File: config.mk
export PLATFORM = sky130hd
export DESIGN_NAME = eprisc_iobus_master
export DESIGN_NICKNAME = d
export VERILOG_FILES = /design/src/rtl/eprisc_iobus_pkg.sv /design/src/rtl/eprisc_sync2.sv /design/src/rtl/eprisc_iobus_master.sv
export SDC_FILE = /design/constraint.sdc
export NUM_CORES = 1
export LEC_CHECK = 0
export CAP_MARGIN = 10
export CORE_ASPECT_RATIO = 0.9
export CORE_MARGIN = 2
export CORE_UTILIZATION = 30
export CTS_CLUSTER_SIZE = 25
export DETAILED_ROUTE_END_ITERATION = 10
export SLEW_MARGIN = 20
export SYNTH_ARGS = -nofsm -noshare
export SYNTH_HDL_FRONTEND = slang
export SYNTH_SLANG_ARGS = --single-unit
File: constraint.sdc
create_clock -name iBoardClock -period 3.95 [get_ports iBoardClock]
set_input_delay 0.79 -clock iBoardClock [delete_from_list [all_inputs] [get_ports iBoardClock]]
set_output_delay 0.79 -clock iBoardClock [all_outputs]
set_load 0.01 [all_outputs]
File: src/rtl/eprisc_iobus_pkg.sv
// Shared definitions for the epRISC I/O bus master: FSM states, frame
// geometry, select codes and the frame byte selector.
package eprisc_iobus_pkg;

    typedef enum logic [1:0] {
        sInit  = 2'd0,
        sIdle  = 2'd1,
        sFrame = 2'd2,
        sDone  = 2'd3
    } state_t;

    // A frame is 6 bus-clock beats; only the first 4 carry data.
    localparam int FRAME_BEATS = 6;
    localparam int HALF_PHASES = 2 * FRAME_BEATS;
    localparam int DATA_BEATS  = 4;

    // Select 0 holds the controller in reset; select 1 addresses it.
    localparam logic [1:0] SEL_RESET  = 2'h0;
    localparam logic [1:0] SEL_ACTIVE = 2'h1;

    // Board cycles the controller is held in reset after our own reset.
    localparam int INIT_HOLD = 2;

    // Byte driven on MOSI for the rising edge that opens half-phase 'phase'.
    // Beats 1..4 carry the word LSB first, beats 5 and 6 carry zero.
    function automatic logic [7:0] frame_byte(input logic [31:0] word,
                                              input logic [3:0]  phase);
        logic [7:0] b;
        case (phase[3:1])
            3'd0:    b = word[7:0];
            3'd1:    b = word[15:8];
            3'd2:    b = word[23:16];
            3'd3:    b = word[31:24];
            default: b = 8'h00;
        endcase
        return b;
    endfunction

endpackage

File: src/rtl/eprisc_sync2.sv
// Multi-flop synchroniser for a single asynchronous level input.
module eprisc_sync2 #(
    parameter int STAGES = 2
) (
    input  logic clk,
    input  logic rst_n,
    input  logic d,
    output logic q
);

    logic [STAGES-1:0] chain_reg;

    // Shift the asynchronous input through the flop chain.
    always_ff @(posedge clk or negedge rst_n) begin
        if (!rst_n) begin
            chain_reg <= '0;
        end else begin
            chain_reg <= {chain_reg[STAGES-2:0], d};
        end
    end

    assign q = chain_reg[STAGES-1];

endmodule

File: src/rtl/eprisc_iobus_master.sv
// Host-side epRISC I/O bus master: turns one CPU request into one (write)
// or two (read) 6-beat byte-serial frames and returns the read word.
module eprisc_iobus_master
    import eprisc_iobus_pkg::*;
#(
    parameter int pClockDiv = 1
) (
    input  logic        iBoardClock,
    input  logic        iBoardReset,
    input  logic        iReqValid,
    output logic        oReqReady,
    input  logic        iReqWrite,
    input  logic [14:0] iReqAddr,
    input  logic [15:0] iReqData,
    output logic        oRspValid,
    output logic [31:0] oRspData,
    output logic        oBusClock,
    output logic [1:0]  oBusSelect,
    output logic [7:0]  oBusMOSI,
    input  logic [7:0]  iBusMISO,
    input  logic        iBusInterrupt,
    output logic        oIrq
);

    localparam int DIV_W = (pClockDiv > 1) ? $clog2(pClockDiv) : 1;
    localparam logic [DIV_W-1:0] DIV_LAST = DIV_W'(pClockDiv - 1);

    state_t            state_reg, state_next;
    logic [1:0]        init_cnt_reg, init_cnt_next;
    logic [31:0]       word_reg, word_next;
    logic [1:0]        frames_left_reg, frames_left_next;
    logic [3:0]        phase_reg, phase_next;
    logic [DIV_W-1:0]  div_cnt_reg, div_cnt_next;
    logic              bus_clk_reg, bus_clk_next;
    logic [1:0]        bus_sel_reg, bus_sel_next;
    logic [7:0]        mosi_reg, mosi_next;
    logic [31:0]       shadow_reg, shadow_next;
    logic [31:0]       rsp_data_reg, rsp_data_next;

    logic [3:0]        phase_inc;
    logic [31:0]       word_rb;

    // Next-state logic: init hold, request acceptance, half-phase sequencing.
    always_comb begin
        state_next       = state_reg;
        init_cnt_next    = init_cnt_reg;
        word_next        = word_reg;
        frames_left_next = frames_left_reg;
        phase_next       = phase_reg;
        div_cnt_next     = div_cnt_reg;
        bus_clk_next     = bus_clk_reg;
        bus_sel_next     = bus_sel_reg;
        mosi_next        = mosi_reg;
        shadow_next      = shadow_reg;
        rsp_data_next    = rsp_data_reg;
        phase_inc        = phase_reg + 4'd1;
        // Read-back frame: same address and data, write flag cleared.
        word_rb          = {1'b0, word_reg[30:0]};

        case (state_reg)
            sInit: begin
                bus_sel_next = SEL_RESET;
                if (init_cnt_reg == 2'(INIT_HOLD - 1)) begin
                    state_next   = sIdle;
                    bus_sel_next = SEL_ACTIVE;
                end else begin
                    init_cnt_next = init_cnt_reg + 2'd1;
                end
            end

            sIdle: begin
                if (iReqValid) begin
                    word_next        = {iReqWrite, iReqAddr, iReqData};
                    frames_left_next = iReqWrite ? 2'd1 : 2'd2;
                    phase_next       = 4'd0;
                    div_cnt_next     = '0;
                    bus_clk_next     = 1'b1;
                    mosi_next        = frame_byte({iReqWrite, iReqAddr, iReqData}, 4'd0);
                    state_next       = sFrame;
                end
            end

            sFrame: begin
                if (div_cnt_reg != DIV_LAST) begin
                    div_cnt_next = div_cnt_reg + 1'b1;
                end else begin
                    div_cnt_next = '0;
                    if (phase_reg == 4'(HALF_PHASES - 1)) begin
                        if (frames_left_reg > 2'd1) begin
                            frames_left_next = frames_left_reg - 2'd1;
                            word_next        = word_rb;
                            phase_next       = 4'd0;
                            bus_clk_next     = 1'b1;
                            mosi_next        = frame_byte(word_rb, 4'd0);
                        end else begin
                            state_next = sDone;
                            // Bit 31 still set means this was a write.
                            if (!word_reg[31]) begin
                                rsp_data_next = shadow_reg;
                            end
                        end
                    end else begin
                        phase_next = phase_inc;
                        if (!phase_inc[0]) begin
                            bus_clk_next = 1'b1;
                            mosi_next    = frame_byte(word_reg, phase_inc);
                        end else begin
                            bus_clk_next = 1'b0;
                            // Controller's response byte is valid across the high phase.
                            if (phase_inc < 4'(2 * DATA_BEATS)) begin
                                shadow_next[{phase_inc[2:1], 3'b000} +: 8] = iBusMISO;
                            end
                        end
                    end
                end
            end

            sDone: begin
                state_next = sIdle;
            end

            default: begin
                state_next = sInit;
            end
        endcase
    end

    // State and output registers with asynchronous active-low reset.
    always_ff @(posedge iBoardClock or negedge iBoardReset) begin
        if (!iBoardReset) begin
            state_reg       <= sInit;
            init_cnt_reg    <= 2'd0;
            word_reg        <= '0;
            frames_left_reg <= 2'd0;
            phase_reg       <= 4'd0;
            div_cnt_reg     <= '0;
            bus_clk_reg     <= 1'b0;
            bus_sel_reg     <= SEL_RESET;
            mosi_reg        <= 8'h00;
            shadow_reg      <= '0;
            rsp_data_reg    <= '0;
        end else begin
            state_reg       <= state_next;
            init_cnt_reg    <= init_cnt_next;
            word_reg        <= word_next;
            frames_left_reg <= frames_left_next;
            phase_reg       <= phase_next;
            div_cnt_reg     <= div_cnt_next;
            bus_clk_reg     <= bus_clk_next;
            bus_sel_reg     <= bus_sel_next;
            mosi_reg        <= mosi_next;
            shadow_reg      <= shadow_next;
            rsp_data_reg    <= rsp_data_next;
        end
    end

    assign oReqReady  = (state_reg == sIdle);
    assign oRspValid  = (state_reg == sDone);
    assign oRspData   = rsp_data_reg;
    assign oBusClock  = bus_clk_reg;
    assign oBusSelect = bus_sel_reg;
    assign oBusMOSI   = mosi_reg;

    eprisc_sync2 #(
        .STAGES (2)
    ) u_irq_sync (
        .clk   (iBoardClock),
        .rst_n (iBoardReset),
        .d     (iBusInterrupt),
        .q     (oIrq)
    );

endmodule

==> flow_summary.yaml <==
status:
  status: "finished clean"
pwr:
  vdd_drop_max_mv: 0.378
  p_leak_nw: 2.99
  power.density_mw_per_mm2: 710
  p_total_mw: 4.82
global_routing:
  grt_pass1_wl_mm: 18.8
  use_met3_pct: 4.27
  grt_max_degree: 72
  grt.busiest_layer: "met2"
  grt_use_met1_pct: 18.2
  antenna_found_initial: 0
  use_met2_pct: 21.2
  grt_pass1_vias: 3606
  overflow: 0
  grt_usage_pct: 13.7
worst_setup_path:
  r2r_slack_ns: 1.33
  path_max_fanout: 8
  crit_arrival_ns: 2.93
  crit_required_ns: 4.25
  cp-start-kind: "flop"
  end_kind: "flop"
  critical_path_class: "flop to flop"
clocking:
  clock_latency_ns: 0.41
  clock_path_buffers: 2
  clock_sinks: 118
  cts-buffers-inserted: 17
  h-tree-depth: 4
  post_cts_resized: 0
  root_buffer: "clkbuf_16"
  cts.clk_slew.worst_paths_ns: 0.05
  hold_buffers: 0
  cts_tree: "done"
  postCtsSetupBuffers: 0
sta:
  fmax_ghz: 0.381
  setup_tns_ns: 0
  fin_crit_ns: 2.62
  hold_violations: 0
  worst_slew_pin_slew_ns: 0.909
  finalMaxSlewViolations: 0
  fin_skew_ns: 0.00696
  post-route-period-util_pct: 66.5
  finalSetupViolCount: 0
  relSlewSlack_pct: 39.4
  rsz0062_at_grt: "no"
final_layout:
  n_antenna_cell: 0
  fin_area_sq_mm: 0.00678
  nNetsFinal: 576
  drive_gt1_share_pct: 19.5
  mostFrequentLayoutCells: "118 x dfrtp_1, 87 x clkdlybuf4s50_1, 77 x nand2_1"
  final_common_cell: "dfrtp_1"
  area_growth_pct: 33.3
  utilization_pct: 40.5
detailed_routing:
  drc: 0
  drt_iter0_markers: 191
  ant_nets: 0
  num_vias: 3602
  wl_per_cell_um: 15.9
  viasPerCell: 4.84
  first_pass_iters: 5
  routed_wl_mm: 11.8
synth:
  synth_compound_area_share_pct: 9.08
  syn_avg_cell_area_sq_um: 11.8
  netlist_area_sq_mm: 0.00509
  synthCells: 430
  synth_edf_count: 0
  yosysSeqAreaShare_pct: 58.0
  yosys.area_share.simple_pct: 11.4
  ys_types: 38
  synth_top_family_by_area: "multiplexers"
  synth_ff_type: "dfrtp_1"
  syn-num-nets: 486
  synthXorXnorAreaFrac_pct: 0.344
  async_reset_ff_share_pct: 100
  synth.area.mux_share_pct: 15.0
  synth_adder_area_share_pct: 2.95
  ys_ff_latch: 118
  yosysWarnings: 0
place:
  port_buffers: 88
  dpl-instance-area_sq_mm: 0.00615
  gp_congestion: 0.831
  hpwl_mm: 8.29
floorplanning:
  die-area_sq_mm: 0.0180
  core_region_area_sq_mm: 0.0167
  start_util_pct: 30.4
  rows: 45
  die_h_um: 128
  die_w_um: 141
  ios: 90
worst_hold_path:
  hold_path.class: "flop to flop"
run:
  cap_violations: 0
==> final timing paths <==
kind                                                   startpoint                                end  cells past startpoint
worst max register to register           phase_reg[0]$_DFFE_PN0P_            oBusMOSI[6]$_DFFE_PN0P_                      9
max in group asynchronous                             iBoardReset           phase_reg[2]$_DFFE_PN0P_                      2
worst max-delay path                     phase_reg[0]$_DFFE_PN0P_            oBusMOSI[6]$_DFFE_PN0P_                      9
worst min register to register  u_irq_sync.chain_reg[0]$_DFF_PN0_  u_irq_sync.chain_reg[1]$_DFF_PN0_                      0
worst min-delay path            u_irq_sync.chain_reg[0]$_DFF_PN0_  u_irq_sync.chain_reg[1]$_DFF_PN0_                      0
min in group asynchronous                             iBoardReset         shadow_reg[27]$_DFFE_PN0P_                      1
==> worst max-delay path: stages (launching register included) <==
cell and delay (ns):
dfrtp_1 0.46, ha_1 0.29, nand2b_1 0.15, nand2_1 0.10
inv_1 0.09, ha_1 0.28, mux2i_1 0.12, o21ai_1 0.58
a21oi_1 0.16, o31ai_1 0.29
==> power breakdown <==
part           internal [mW]  switching, mW  total, mW
Combinational          0.655          0.780       1.43
Clock                   1.10          0.514       1.61
Sequential              1.56          0.207       1.77
Total                   3.32           1.50       4.82
==> through the flow <==
stage	hold slack (ns)	setup WS, ns	instances
2_1_floorplan	0.331	1.89	430
3_5_place_dp	0.336	1.30	712
4_1_cts	0.347	1.35	744
5_1_grt	0.362	1.12	744
6_report	0.347	1.33	744
3_3_place_gp	0.334	1.41	712
==> routing by layer <==
metal	vias up	share of wire [%]	wire, um
li1	1691	-	-
met1	1787	47	5550
met2	112	46	5410
met3	12	5.9	701
met4	0	1.3	158
met5	-	0	0
==> area by class of cell <==
type | instances | area (sq um)
Inverter | 13 | 48.8
Clock buffer | 23 | 478
Fill cell | 1532 | 9940
Timing Repair Buffer | 91 | 913
Multi-Input combinational cell | 279 | 1980
Tap cell | 211 | 264
Clock inverter | 9 | 148
Sequential cell | 118 | 2950
==> synthesized netlist by cell type, drive strengths merged, types with 7 or more instances <==
master  count  share of area (%)
mux2       67                 15
clkbuf      8               0.59
nand2      77                5.7
dfrtp     118                 58
ha         12                3.0
a222oi      8                1.6
inv        13               0.96
o221ai      7                1.2
o21ai      43                4.2
a21oi      10               0.98
nor2       11               0.86
buf        12                1.6
nand3b     11                1.7
==> cells by family (layout without fill, tap and decap cells) <==
logic type | after synthesis | count (layout)
AND/OR/NAND/NOR | 121 | 121
flip-flops | 118 | 118
AO/OA/AOI/OAI | 75 | 75
multiplexers | 68 | 68
buffers and inverters | 33 | 136
adder cells (fa/ha/maj) | 12 | 12
XOR/XNOR | 2 | 2
other | 1 | 1
Power figures use the tool's default switching activity.
